==> config.mk <==
export PLATFORM = sky130hd
export DESIGN_NAME = id_ex_alu_feed_flat
export DESIGN_NICKNAME = d
export VERILOG_FILES = /design/src/rtl/id_ex_alu_feed_if.sv /design/src/rtl/id_ex_alu_feed.sv /design/src/flat_wrapper.sv
export SDC_FILE = /design/constraint.sdc
export NUM_CORES = 1
export LEC_CHECK = 0
export BUFFER_PORTS_ARGS = -buffer_cell sky130_fd_sc_hd__buf_2
export CORE_UTILIZATION = 31
export DETAILED_ROUTE_END_ITERATION = 8
export GPL_ROUTABILITY_DRIVEN = 0
export GPL_TIMING_DRIVEN = 0
export HOLD_SLACK_MARGIN = 0.08
export PLACE_DENSITY = 0.58
export SYNTH_ARGS = -nofsm -noshare
export SYNTH_HDL_FRONTEND = slang
export SYNTH_SLANG_ARGS = --single-unit
export TNS_END_PERCENT = 100
==> constraint.sdc <==
create_clock -name clk -period 2.1 [get_ports clk]
set_input_delay 0.21 -clock clk [delete_from_list [all_inputs] [get_ports clk]]
set_output_delay 0.21 -clock clk [all_outputs]
set_load 0.01 [all_outputs]
==> src/rtl/id_ex_alu_feed_if.sv <==
// id_ex_alu_feed_if: decode-in / ALU-out handshake bundle for the ID/EX stage.
interface id_ex_alu_feed_if;
  logic        in_valid;
  logic        in_ready;
  logic [31:0] in_pc;
  logic [31:0] in_inst;
  logic [31:0] in_rs_val;
  logic [31:0] in_rt_val;
  logic        out_valid;
  logic        out_ready;
  logic [31:0] out_pc;
  logic [31:0] out_alu_a;
  logic [31:0] out_alu_b;
  logic [3:0]  out_aluop;
  logic [4:0]  out_dest;
  logic        out_wen;
  logic        out_illegal;
  modport master (
    output in_valid, in_pc, in_inst, in_rs_val, in_rt_val, out_ready,
    input  in_ready, out_valid, out_pc, out_alu_a, out_alu_b, out_aluop, out_dest, out_wen, out_illegal
  );
  modport slave (
    input  in_valid, in_pc, in_inst, in_rs_val, in_rt_val, out_ready,
    output in_ready, out_valid, out_pc, out_alu_a, out_alu_b, out_aluop, out_dest, out_wen, out_illegal
  );
endinterface

==> src/rtl/id_ex_alu_feed.sv <==
// id_ex_alu_feed: decodes MIPS ALU instructions into ALUop/operands held in a single-entry valid/ready register.
module id_ex_alu_feed (
  input logic             clk,
  input logic             resetn,
  input logic             flush,
  id_ex_alu_feed_if.slave bus
);
  localparam logic [3:0] OP_AND = 4'b0000, OP_OR = 4'b0001, OP_ADD = 4'b0010, OP_SLL = 4'b0011;
  localparam logic [3:0] OP_SLTU = 4'b0100, OP_LUI = 4'b0101, OP_SUB = 4'b0110, OP_SLT = 4'b0111;
  localparam logic [3:0] OP_NOR = 4'b1000, OP_XOR = 4'b1001, OP_SLLV = 4'b1010, OP_SRL = 4'b1011;
  localparam logic [3:0] OP_SRLV = 4'b1100, OP_SRA = 4'b1101, OP_SRAV = 4'b1110;
  logic [5:0]  opc, fn;
  logic [15:0] imm;
  logic        legal, sh_imm, use_imm, zext, load;
  logic [3:0]  aluop;
  logic [4:0]  dest;
  logic [31:0] ext, a, b;
  logic        valid_q, valid_d, wen_q, wen_d, ill_q;
  logic [31:0] pc_q, a_q, b_q;
  logic [3:0]  op_q;
  logic [4:0]  dest_q;
  assign opc = bus.in_inst[31:26];
  assign fn  = bus.in_inst[5:0];
  assign imm = bus.in_inst[15:0];
  always_comb begin
    legal   = 1'b1;
    sh_imm  = 1'b0;
    use_imm = 1'b1;
    zext    = 1'b0;
    aluop   = OP_AND;
    dest    = bus.in_inst[20:16];
    if (opc == 6'h00) begin
      use_imm = 1'b0;
      dest    = bus.in_inst[15:11];
      case (fn)
        6'h20, 6'h21: aluop = OP_ADD;
        6'h22, 6'h23: aluop = OP_SUB;
        6'h24: aluop = OP_AND;
        6'h25: aluop = OP_OR;
        6'h26: aluop = OP_XOR;
        6'h27: aluop = OP_NOR;
        6'h2a: aluop = OP_SLT;
        6'h2b: aluop = OP_SLTU;
        6'h00: begin aluop = OP_SLL; sh_imm = 1'b1; end
        6'h02: begin aluop = OP_SRL; sh_imm = 1'b1; end
        6'h03: begin aluop = OP_SRA; sh_imm = 1'b1; end
        6'h04: aluop = OP_SLLV;
        6'h06: aluop = OP_SRLV;
        6'h07: aluop = OP_SRAV;
        default: legal = 1'b0;
      endcase
    end else begin
      case (opc)
        6'h09: aluop = OP_ADD;
        6'h0a: aluop = OP_SLT;
        6'h0b: aluop = OP_SLTU;
        6'h0c: begin aluop = OP_AND; zext = 1'b1; end
        6'h0d: begin aluop = OP_OR;  zext = 1'b1; end
        6'h0e: begin aluop = OP_XOR; zext = 1'b1; end
        6'h0f: begin aluop = OP_LUI; zext = 1'b1; end
        default: legal = 1'b0;
      endcase
    end
  end
  // the ALU expects the immediate shift amount pre-positioned at A[10:6]
  assign ext  = zext ? {16'b0, imm} : {{16{imm[15]}}, imm};
  assign a    = !legal ? 32'b0 : sh_imm ? {21'b0, bus.in_inst[10:6], 6'b0} : bus.in_rs_val;
  assign b    = !legal ? 32'b0 : use_imm ? ext : bus.in_rt_val;
  assign bus.in_ready = ~valid_q | bus.out_ready;
  assign load    = bus.in_valid & bus.in_ready & ~flush;
  assign valid_d = flush ? 1'b0 : load ? 1'b1 : bus.out_ready ? 1'b0 : valid_q;
  assign wen_d   = flush ? 1'b0 : load ? (legal && dest != 5'd0) : wen_q;
  always_ff @(posedge clk or negedge resetn) begin
    if (!resetn) begin
      valid_q <= 1'b0;
      wen_q   <= 1'b0;
      ill_q   <= 1'b0;
      pc_q    <= '0;
      a_q     <= '0;
      b_q     <= '0;
      op_q    <= '0;
      dest_q  <= '0;
    end else begin
      valid_q <= valid_d;
      wen_q   <= wen_d;
      if (load) begin
        ill_q  <= ~legal;
        pc_q   <= bus.in_pc;
        a_q    <= a;
        b_q    <= b;
        op_q   <= aluop;
        dest_q <= dest;
      end
    end
  end
  assign bus.out_valid   = valid_q;
  assign bus.out_pc      = pc_q;
  assign bus.out_alu_a   = a_q;
  assign bus.out_alu_b   = b_q;
  assign bus.out_aluop   = op_q;
  assign bus.out_dest    = dest_q;
  assign bus.out_wen     = wen_q;
  assign bus.out_illegal = ill_q;
endmodule

==> src/flat_wrapper.sv <==
// flat-port wrapper written by rule: the top's interface ports become plain ports
module id_ex_alu_feed_flat 
  (clk, resetn, flush, bus_in_valid, bus_in_pc, bus_in_inst, bus_in_rs_val, bus_in_rt_val, bus_out_ready, bus_in_ready, bus_out_valid, bus_out_pc, bus_out_alu_a, bus_out_alu_b, bus_out_aluop, bus_out_dest, bus_out_wen, bus_out_illegal);
  id_ex_alu_feed_if bus_i ();
  input logic clk;
  input logic resetn;
  input logic flush;
  input wire logic [$bits(bus_i.in_valid)-1:0] bus_in_valid;
  input wire logic [$bits(bus_i.in_pc)-1:0] bus_in_pc;
  input wire logic [$bits(bus_i.in_inst)-1:0] bus_in_inst;
  input wire logic [$bits(bus_i.in_rs_val)-1:0] bus_in_rs_val;
  input wire logic [$bits(bus_i.in_rt_val)-1:0] bus_in_rt_val;
  input wire logic [$bits(bus_i.out_ready)-1:0] bus_out_ready;
  output wire logic [$bits(bus_i.in_ready)-1:0] bus_in_ready;
  output wire logic [$bits(bus_i.out_valid)-1:0] bus_out_valid;
  output wire logic [$bits(bus_i.out_pc)-1:0] bus_out_pc;
  output wire logic [$bits(bus_i.out_alu_a)-1:0] bus_out_alu_a;
  output wire logic [$bits(bus_i.out_alu_b)-1:0] bus_out_alu_b;
  output wire logic [$bits(bus_i.out_aluop)-1:0] bus_out_aluop;
  output wire logic [$bits(bus_i.out_dest)-1:0] bus_out_dest;
  output wire logic [$bits(bus_i.out_wen)-1:0] bus_out_wen;
  output wire logic [$bits(bus_i.out_illegal)-1:0] bus_out_illegal;
  assign bus_i.in_valid = bus_in_valid;
  assign bus_i.in_pc = bus_in_pc;
  assign bus_i.in_inst = bus_in_inst;
  assign bus_i.in_rs_val = bus_in_rs_val;
  assign bus_i.in_rt_val = bus_in_rt_val;
  assign bus_i.out_ready = bus_out_ready;
  assign bus_in_ready = bus_i.in_ready;
  assign bus_out_valid = bus_i.out_valid;
  assign bus_out_pc = bus_i.out_pc;
  assign bus_out_alu_a = bus_i.out_alu_a;
  assign bus_out_alu_b = bus_i.out_alu_b;
  assign bus_out_aluop = bus_i.out_aluop;
  assign bus_out_dest = bus_i.out_dest;
  assign bus_out_wen = bus_i.out_wen;
  assign bus_out_illegal = bus_i.out_illegal;
  id_ex_alu_feed u_core (.clk(clk), .resetn(resetn), .flush(flush), .bus(bus_i));
endmodule
# Word-level counts from Yosys, hierarchy flattened

Index checks and enable logic that the tools add are counted.

Register bits after elaboration: 108
Bits of input ports: 133
Output and inout bits: 109

Equality and inequality tests: 22
Muxes and demuxes: 21
Bitwise logic cells: 6
Reduce and logical (&&, ||, !) cells: 12

Operator list:

| kind               | number |
|---|---|
| $mux 32            | 5 |
| $eq 6x6->1 const B | 10 |
| $pmux 4 s13        | 1 |
| $eq 6x4->1 const B | 7 |
| $pmux 4 s6         | 1 |
| $eq 6x3->1 const B | 3 |
| $reduce_or 16->1   | 1 |
| $eq 6x2->1 const B | 2 |
| $logic_not 6->1    | 2 |
| $mux 1             | 12 |
| $reduce_or 7->1    | 1 |
| $mux 5             | 1 |
| $reduce_bool 5->1  | 1 |
| $mux 4             | 1 |
| $reduce_or 2->1    | 2 |
| $reduce_or 4->1    | 1 |
| $not 1->1          | 3 |
| $reduce_bool 3->1  | 1 |
| $reduce_or 3->1    | 1 |
| $and 1x1->1        | 2 |
| $reduce_bool 2->1  | 1 |
| $logic_and 1x1->1  | 1 |
| $or 1x1->1         | 1 |

# Depth between registers and ports, before layout

Gate-level depths: netlist of the first run.

Word-level depth: 7
Gate-level depth with buffers: 7
Mapped depth without buffers: 5

# Worst setup path before layout of the first run

OpenSTA, ideal clock, no wires.

Path type: register to register
From: register u_core.valid_q, in the netlist u_core.bus.out_valid
To: register u_core.a_q[11], in the netlist u_core.bus.out_alu_a[11]
Library setup time: 0.065 ns
Data arrival time: 1.644 ns
Slack: 0.390 ns
Stages on the path, launching flop included: 8
Buffers on the path: 2
Cells stage by stage: dfrtp_1 nand2b_1 nand3b_1 buf_2 nor4_4 a21boi_4 buf_6 a22o_1

Word-level cells in the longest chain between the ends: 4

Ends and longest elaborated chain:

| what                     | RTL line             | source |
|---|---|---|
| start: declaration       | id_ex_alu_feed.sv:18 | `logic valid_q, valid_d, wen_q, wen_d, ill_q;` |
| start signal: assignment | id_ex_alu_feed.sv:84 | `valid_q <= valid_d;` |
| $not 1->1                | id_ex_alu_feed.sv:69 | `assign bus.in_ready = ~valid_q \| bus.out_ready;` |
| $or 1x1->1               | id_ex_alu_feed.sv:69 |  |
| net bus_in_ready         | flat_wrapper.sv:14   | `output wire logic [$bits(bus_i.in_ready)-1:0] bus_in_ready;` |
| $and 1x1->1 (2 in a row) | id_ex_alu_feed.sv:70 | `assign load = bus.in_valid & bus.in_ready & ~flush;` |
| end signal: assignment   | id_ex_alu_feed.sv:79 | `a_q <= '0;` |
| end signal: assignment   | id_ex_alu_feed.sv:89 | `a_q <= a;` |
| end: declaration         | id_ex_alu_feed.sv:19 | `logic [31:0] pc_q, a_q, b_q;` |

The timed path passes the listed nets, and every way through them passes these cells.
A chain may end at the register's enable or synchronous reset.

# Worst setup path after layout of the first run

From: register u_core.valid_q, in the netlist u_core.bus.out_valid
To: register u_core.b_q[11], in the netlist u_core.bus.out_alu_b[11]

Word-level cells in the longest chain between the ends: 4

Ends and longest elaborated chain:

| what                     | RTL line             | source |
|---|---|---|
| $not 1->1                | id_ex_alu_feed.sv:69 |  |
| $or 1x1->1               | id_ex_alu_feed.sv:69 |  |
| $and 1x1->1 (2 in a row) | id_ex_alu_feed.sv:70 |  |
| end signal: assignment   | id_ex_alu_feed.sv:80 | `b_q <= '0;` |
| end signal: assignment   | id_ex_alu_feed.sv:90 | `b_q <= b;` |
| end: declaration         | id_ex_alu_feed.sv:19 |  |

Every way passes these cells.

==> results of run 1 <==
==> logic make-up (layout without fill, tap and decap cells) <==
group	Yosys count	in the layout	synth area share (%)
and+or+nand+nor	198	198	18.7
xor gates and xnor gates	2	2	0.375
AOI/OAI and AO/OA	112	112	15.4
DFF	108	108	57.9
buffers and inverters	35	337	3.48
muxes	19	19	4.10
==> worst max-delay path: stages (launching register included) <==
cell and delay (ns):
dfrtp_1 0.38, nand2b_1 0.14, nand3b_1 0.09, buf_2 0.23, nor4_4 0.31, nand2_1 0.25
buf_2 0.25, o21ai_0 0.21
==> metrics by stage <==
| step | utilization, % | std cells | setup WS (ns) |
|---|---|---|---|
| floorplan | - | 474 | 0.390 |
| global placement | 41.7 | 894 | -0.439 |
| CTS | 47.3 | 958 | 0.0463 |
| global route | 47.4 | 960 | -0.0201 |
| finish | 47.4 | 960 | 0.141 |
| detailed placement | 41.9 | 895 | -0.0446 |
==> report_power, final <==
group          internal [mW]  switching (mW)
clock                   1.02           0.749
combinational          0.409           0.487
sequential              2.26          0.0967
total                   3.70            1.33
==> registers in the layout (all words and copies together), names as in the netlist <==
name	flops
u_core.bus.out_wen	1
u_core.bus.out_alu_b	32
u_core.bus.out_illegal	1
u_core.bus.out_alu_a	32
u_core.bus.out_valid	1
u_core.bus.out_pc	32
u_core.bus.out_aluop	4
u_core.bus.out_dest	5
==> path summary, 6_finish.rpt <==
kind | start | to | slack [ns] | cells past startpoint
max | u_core.bus.out_valid | u_core.bus.out_alu_b[11] | 0.14 | 7
min | bus_in_rs_val[2] | u_core.bus.out_alu_a[2] | 0.09 | 2
max reg2reg | u_core.bus.out_valid | u_core.bus.out_alu_b[11] | 0.14 | 7
min reg2reg | u_core.bus.out_pc[4] | u_core.bus.out_pc[4] | 0.47 | 2
max in group asynchronous | resetn | u_core.bus.out_alu_b[0] | 0.89 | 3
min in group asynchronous | resetn | u_core.bus.out_pc[19] | 0.51 | 2
==> metal layers <==
layer	up-vias	GRT usage (%)	wire length, um
met5	-	0	13
met4	2	7.37	322
met3	27	4.38	1030
met2	201	31.5	6970
met1	2191	23.7	6400
li1	2214	-	-
==> placed cells by master, fill, tap and decap left out, drive strengths merged, types with 5 or more instances in the layout <==
master / count
clkbuf: 30
nor3: 5
nand2b: 5
dfrtp: 108
a31oi: 7
mux2i: 18
a21oi: 25
dlygate4sd3: 47
nor2: 17
buf: 254
nand2: 150
a22o: 27
o21ai: 40
==> layout make-up <==
cell class                 instances  area [um^2]
timing repair buffer             286         1700
tap                              184          230
buffer                            32          154
clock buffer                      13          270
fill                            1390         7670
sequential                       108         2700
multi-input combinational        331         1810
inverter                           3         11.3
clock inverter                     3         43.8
==> what timing repair did <==
action	CTS	global route
endpoints found under the setup margin	11	29
hold buffers	47	0
setup buffers	0	2
endpoints found under the hold margin	107	0
resized for setup	1	3
==> impl_metrics.csv, run 1 <==
group,metric,value,unit
worst_setup_path,cp-end-kind,"flop",
floorplan,rows,44,
sta,finalCritPeriodShare,93.3,%
clock_network,clockBufferDepth,2,
synth,synth_edf_count,0,
routing,final_antenna_net_count,0,
synth,syn_avg_cell_area,9.85,um^2
pwr,ir_worst_vdd,0.420,mV
synth,yosysWarnings,0,
run,drv_cap,0,
sta,fmax,0.510,GHz
worst_setup_path,cp.required,2.35,ns
worst_setup_path,path_class,"reg -> reg",
sta,worst_pin_slew,0.831,ns
synth,ys_types,44,
floorplan,dieArea,15600,um^2
worst_setup_path,critical_path_arrival,2.21,ns
floorplan,start_util,32.0,%
placed_design,place_area,6110,um^2
final_layout,drive_above_1_share,35.7,%
min_path,hold_path.class,"in -> reg",
sta,fin_skew,0.00875,ns
global_routing,grt_pass1_wl,23600,um
global_routing,grt_usage,18.9,%
placed_design,dp_hpwl,10700,um
pwr,p_leak,3.64,nW
routing,drc,0,
sta,whs,0.0907,ns
pwr,powerDensity,727,nW/um^2
global_routing,antenna_found_initial,1,
worst_setup_path,cp_max_fo,10,
clock_network,cts_made_buffers,9,
routing,avgViaCountPerCell,4.83,
routing,wl,14700,um
synth,netlist_area,4670,um^2
clock_network,htreeDepth,3,
final_layout,syn2layout_area_growth,48.2,%
synth,synth_common_cells,"nand2_1 (149), dfrtp_1 (108), o21ai_0 (40)",
synth,ys_seq_area_share,57.9,%
global_routing,first_global_vias,4613,
synth,synth_seq_cells,108,
routing,dr.first_iter.drc_count,226,
routing,vias,4635,
floorplan,dieWidth,125,um
sta,fin_crit,1.96,ns
sta,rsz0062_at_grt,"true",
clock_network,cts_sinks,108,
placed_design,port_buffers,236,
global_routing,grt.overflow.total,0,
clock_network,clk_pin_slew,0.07,ns
sta,hold_viol,0,
final_layout,design_area,6920,um^2
synth,yosys-top-cells-area,"dfrtp_1 (58%), nand2_1 (12%), a22o_1 (5.1%), o21ai_0 (4.3%), mux2i_1 (3.9%)",
final_layout,diodes,0,
clock_network,cts_tree,"built",
clock_network,clk_latency,0.34,ns
synth,syn_inst,474,
synth,yosys.area.top_type,"dfrtp_1",
synth,synth_top_flop_cell,"dfrtp_1",
routing,wl_per_cell,15.3,um
synth,syn_nets,607,
run_status,status,"finished clean",
routing,dr.pass1.iters,4,
floorplan,die_y,125,um
synth,yosys.area.top_type_share,57.9,%
sta,slew_violations,0,
floorplan,coreArea,14600,um^2
floorplan,io_pins,242,
pwr,p_total,5.03,mW
sta,setup_viol_count_final,0,
worst_setup_path,startpoint_type,"flop",
final_layout,layout.nets,904,
clock_network,cts_root_buffer,"clkbuf_16",
sta,fin_setup_tns,0,ns
synth,yosysMostFrequentCell,"nand2_1",
synth,async_flop_share,100,%
sta,slew_headroom,44.6,%
global_routing,grt_max_degree,63,
(Power assumes the default switching activity.)
==> run 2: changes to the inputs <==
- CORE_UTILIZATION: 31 -> 45
- PLACE_DENSITY: 0.58 -> 0.8
==> run 2 against run 1 <==
Via count is 3.9% higher. Clock skew grew 0.00082 ns. Global-route usage up 9.9 points. Maximum frequency increased by 0.50%. Core utilization grew 21 points. Combinational power increased by 5.4%. Total power is 9.9% lower.
==> impl_metrics.csv, run 2 (synthesized netlist as in run 1, its figures left out) <==
group,metric,value,unit
sta,worst_pin_slew,0.686,ns
sta,slew_violations,0,
routing,avgViaCountPerCell,5.24,
worst_setup_path,crit_top_cell,"buf_2",
floorplan,io_pins,242,
worst_setup_path,crit_buf_inv,4,
worst_setup_path,regToRegEndpoint,"u_core.bus.out_alu_b[25]",
pwr,p_leak,3.61,nW
clock_network,cts_made_buffers,9,
final_layout,multi_input_area,1810,um^2
worst_setup_path,path_class,"in -> reg",
worst_setup_path,slowest_stage,"dlygate4sd3_1",
sta,fin_crit,1.95,ns
run_status,status,"finished clean",
worst_setup_path,cp-end-kind,"flop",
final_layout,layout.nets,914,
placed_design,port_buffers,236,
global_routing,first_global_vias,4932,
routing,wl,15300,um
final_layout,final_common_cell,"buf_2",
sta,fin_skew,0.00956,ns
floorplan,dieWidth,104,um
worst_setup_path,cp.required,2.38,ns
placed_design,dp_hpwl,10200,um
floorplan,die_y,104,um
floorplan,dieArea,10800,um^2
worst_setup_path,reg2reg_slack,0.16,ns
worst_setup_path,max_stage_delay,0.53,ns
sta,whs,0.0806,ns
worst_setup_path,path_depth,8,
worst_setup_path,cp_cell_sequence,"dlygate4sd3_1, buf_2, nand3b_1, buf_2, nor4_4, nand3_2, clkbuf_2, o21ai_0",
run,drv_cap,0,
routing,dr.pass1.iters,5,
sta,rsz0062_at_grt,"true",
sta,fmax,0.513,GHz
routing,dr.first_iter.drc_count,341,
min_path,hold_path.class,"in -> reg",
final_layout,layout_common_cells,"buf_2 (243), nand2_1 (149), dfrtp_1 (108)",
sta,slew_headroom,54.3,%
worst_setup_path,cp_max_fo,10,
global_routing,antenna_found_initial,1,
worst_setup_path,worstSetupEndpoint,"u_core.bus.out_alu_b[25]",
worst_setup_path,startpoint_type,"primary input",
final_layout,drive_above_1_share,34.9,%
global_routing,grt_usage,28.9,%
worst_setup_path,critical_path_arrival,2.23,ns
global_routing,grt_max_degree,57,
floorplan,coreArea,9910,um^2
global_routing,grt_pass1_wl,24700,um
clock_network,cts_sinks,108,
final_layout,syn2layout_area_growth,46.2,%
routing,vias,4816,
pwr,powerDensity,663,nW/um^2
clock_network,cts_root_buffer,"clkbuf_8",
clock_network,cts_tree,"built",
final_layout,register_area,2700,um^2
routing,final_antenna_net_count,0,
floorplan,rows,36,
clock_network,clk_latency,0.35,ns
final_layout,n_fill_cell,760,
worst_setup_path,r2r-start,"u_core.bus.out_valid",
clock_network,htreeDepth,3,
clock_network,clockBufferDepth,2,
floorplan,start_util,47.1,%
sta,setup_viol_count_final,0,
sta,hold_viol,0,
routing,wl_per_cell,16.7,um
final_layout,utilization,68.9,%
worst_setup_path,cp-startpoint,"flush",
worst_setup_path,rr_worst_depth,7,
worst_setup_path,cp_top_family,"buffers and inverters",
clock_network,clk_pin_slew,0.11,ns
routing,drc,0,
global_routing,grt.overflow.total,0,
pwr,ir_worst_vdd,0.326,mV
sta,finalCritPeriodShare,92.8,%
run 2: changes by cell type in the layout (fill, tap and decap cells not counted), sizes merged:
cell	before	now
buf	254	252
clkbuf	30	29
clkinvlp	0	1
diode	0	1
dlygate4sd3	47	58
run 2: power breakdown:
group / switching (mW) / total, mW / internal [mW]
combinational: 0.521 / 0.944 / 0.423
clock: 0.674 / 1.22 / 0.548
sequential: 0.102 / 2.36 / 2.26
run 2: worst min-delay path by stage:
stage | startpoint | end | cells past startpoint
floorplan | resetn | u_core.bus.out_alu_a[0] | 0
global placement | flush | u_core.bus.out_valid | 2
detailed placement | resetn | u_core.bus.out_alu_a[9] | 1
CTS | bus_in_rs_val[28] | u_core.bus.out_alu_a[28] | 2
global route | bus_in_rs_val[28] | u_core.bus.out_alu_a[28] | 2
finish | bus_in_rs_val[28] | u_core.bus.out_alu_a[28] | 2
run 2: layout make-up:
type | count | share of cell area, %
repair buffers | 296 | 26.4
clock inverters | 4 | 0.751
clock buffers | 11 | 1.92
multi-input cells | 331 | 26.5
well taps | 133 | 2.44
diodes | 1 | 0.0367
flip-flops and latches | 108 | 39.6
inverters | 3 | 0.165
plain buffers | 32 | 2.25
run 2: through the flow:
stage	worst slack (ns)	cell area (um^2)	setup TNS [ns]	power [mW]	cells
after floorplan	0.390	4670	0	2.76	474
after global placement	-0.291	6020	-30.70	3.19	843
after detailed placement	0.0439	6050	0	3.23	844
after CTS	0.0322	6800	0	4.53	916
after global routing	-0.0205	6830	-0.0553	4.73	919
final	0.150	6830	0	4.53	919
run 2: what timing repair did:
| action | in CTS | in global routing |
|---|---|---|
| gates resized for setup | 0 | 4 |
| setup endpoints to repair | 0 | 33 |
| hold endpoints to repair | 107 | 1 |
| setup buffers | 0 | 1 |
| hold buffers | 57 | 1 |
run 2: per-layer routing:
layer	global-route usage [%]	vias to the layer above	share of wire [%]
met5	0	-	0
met2	47.5	256	48
met4	18.8	0	5.9
met3	5.64	66	6.5
met1	34.8	2262	40
li1	-	2232	-
==> run 3: changes to the inputs <==
- GPL_TIMING_DRIVEN: 0 -> 1
==> run 3 against run 2 <==
Hold slack better by 0.021 ns. Largest cell class unchanged. Clock power is 29% higher. Flip-flop and latch count unchanged. Worst setup slack gained 0.10 ns. Register-to-register slack better by 0.16 ns. Design area grew 0.82%. Count of clock-buffer cells in the layout decreased by 1. Non-clock buffer count fell by 19. Wire length is 3.8% lower. Core utilization increased by 0.57 points. Critical path depth decreased by 1.
==> impl_metrics.csv, run 3 (synthesized netlist as in run 1, its figures left out) <==
group,metric,value,unit
sta,finalWorstSetupSlack,0.255,ns
worst_setup_path,regToRegEndpoint,"u_core.bus.out_alu_a[24]",
run_status,status,"finished clean",
sta,whs,0.102,ns
min_path,hold_path.class,"in -> reg",
routing,wl_per_cell,16.4,um
global_routing,first_global_vias,4807,
final_layout,multi_input_area,1810,um^2
pwr,p_sw,1.35,mW
placed_design,place_ws,0.247,ns
sta,setup_viol_count_final,0,
global_routing,grt_max_degree,99,
clock_network,clk_pin_slew,0.10,ns
sta,finalCritPeriodShare,87.9,%
clock_network,ctsHoldBuffers,60,
clock_network,cts_setup_buffers,0,
floorplan,dieArea,10800,um^2
clock_network,cts_root_buffer,"clkbuf_8",
pwr,ir_worst_vdd,0.456,mV
worst_setup_path,cp.required,2.40,ns
placed_design,dp_hpwl,9440,um
placed_design,dp.cells,823,
routing,dr.first_iter.drc_count,340,
sta,rsz0062_at_grt,"false",
floorplan,coreArea,9910,um^2
final_layout,layout_common_cells,"buf_2 (235), nand2_1 (149), dfrtp_1 (108)",
pwr,p_total,4.87,mW
routing,drc,0,
floorplan,dieWidth,104,um
floorplan,rows,36,
sta,slew_headroom,58.2,%
clock_network,clockBufferDepth,2,
sta,fin_skew,0.00773,ns
worst_setup_path,reg2reg_slack,0.32,ns
min_path,min_from,"bus_in_inst[16]",
routing,dr.pass1.iters,5,
global_routing,grt.overflow.total,0,
pwr,powerDensity,708,nW/um^2
final_layout,syn2layout_area_growth,47.4,%
routing,avgViaCountPerCell,5.16,
pwr,combPwrFrac,19.2,%
sta,fmax,0.542,GHz
routing,final_antenna_net_count,0,
global_routing,antenna_found_initial,0,
worst_setup_path,r2r-start,"u_core.bus.out_valid",
global_routing,grt_pass1_wl,24100,um
final_layout,final_common_cell,"buf_2",
pwr,p_leak,3.64,nW
final_layout,n_fill_cell,736,
placed_design,port_buffers,236,
sta,hold_viol,0,
final_layout,layout.nets,895,
pwr,sequentialPowerShare,48.5,%
clock_network,cts_resized,0,
run,drv_cap,0,
pwr,p_sw_share,27.6,%
sta,worst_pin_slew,0.627,ns
final_layout,register_area,2700,um^2
worst_setup_path,startpoint_type,"primary input",
pwr,p_int,3.53,mW
routing,vias,4645,
clock_network,cts_made_buffers,9,
routing,wl,14700,um
global_routing,grt_usage,28.0,%
clock_network,htreeDepth,3,
final_layout,stdcell_count,900,
worst_setup_path,rr_worst_depth,6,
worst_setup_path,critical_path_arrival,2.15,ns
floorplan,io_pins,242,
min_path,min_to,"u_core.bus.out_dest[0]",
pwr,pwr-share-clk,32.3,%
min_path,worstHoldPathCells,3,
floorplan,die_y,104,um
clock_network,cts_sinks,108,
final_layout,drive_above_1_share,35.6,%
clock_network,cts_tree,"built",
worst_setup_path,path_class,"in -> reg",
worst_setup_path,cp_max_fo,27,
final_layout,diodes,0,
clock_network,clk_latency,0.37,ns
sta,fin_setup_tns,0,ns
floorplan,start_util,47.1,%
sta,fin_crit,1.85,ns
worst_setup_path,cp-end-kind,"flop",
sta,slew_violations,0,
## run 3: changes by cell type in the layout (fill, tap and decap cells not counted), sizes merged, moves of 2 or more
| cell | before | now |
|---|---|---|
| buf | 252 | 248 |
| bufinv | 1 | 3 |
| clkbuf | 29 | 10 |
| dlygate4sd3 | 58 | 61 |
| inv | 3 | 5 |
## run 3: worst max-delay path, stage by stage
cell and delay (ns):
dlygate4sd3_1 0.55, buf_2 0.15, nand3b_1 0.29, nor4_4 0.33, a21boi_4 0.25, buf_12 0.18, a22o_1 0.18
## run 3: cell type report
| type | count | share of cell area [%] |
|---|---|---|
| Inverter | 3 | 0.164 |
| Multi-Input combinational cell | 331 | 26.3 |
| Clock inverter | 6 | 1.73 |
| Timing Repair Buffer | 309 | 28.1 |
| Tap cell | 133 | 2.42 |
| Clock buffer | 10 | 2.00 |
| Sequential cell | 108 | 39.3 |
## run 3: routing by layer
layer | vias to the layer above | GRT usage (%) | routed length, um | part of all wire, %
li1 | 2183 | - | - | -
met1 | 2212 | 32.8 | 5820 | 39
met2 | 208 | 48.9 | 7350 | 50
met3 | 42 | 6.08 | 1070 | 7.2
met4 | 0 | 13.5 | 504 | 3.4
met5 | - | 0 | 0 | 0
## run 3: how the worst max path moves through the flow
stage	from	end	slack [ns]	depth (start not counted)
after global routing	flush	u_core.bus.out_alu_a[19]	0.17	7
after floorplan	u_core.bus.out_valid	u_core.bus.out_alu_a[11]	0.39	7
after CTS	flush	u_core.bus.out_alu_a[22]	0.27	7
final	flush	u_core.bus.out_alu_a[24]	0.25	7
after global placement	bus_in_inst[29]	u_core.bus.out_alu_a[8]	0.30	6
after detailed placement	bus_in_inst[29]	u_core.bus.out_alu_a[10]	0.25	6
## run 3: power by group through the flow
stage	combinational, mW	clock, mW	sequential (mW)
final	0.938	1.57	2.36
after floorplan	0.273	0	2.48
after global routing	1.02	1.67	2.38
after global placement	0.806	0	2.38
after detailed placement	0.833	0	2.39
after CTS	0.924	1.59	2.35
## run 3: per-stage QoR
step / utilization, % / instance area, um^2
after floorplan: - / 4670
after global placement: 60.7 / 6020
after detailed placement: 60.7 / 6020
after CTS: 69.4 / 6870
after global routing: 69.5 / 6880
final: 69.5 / 6880
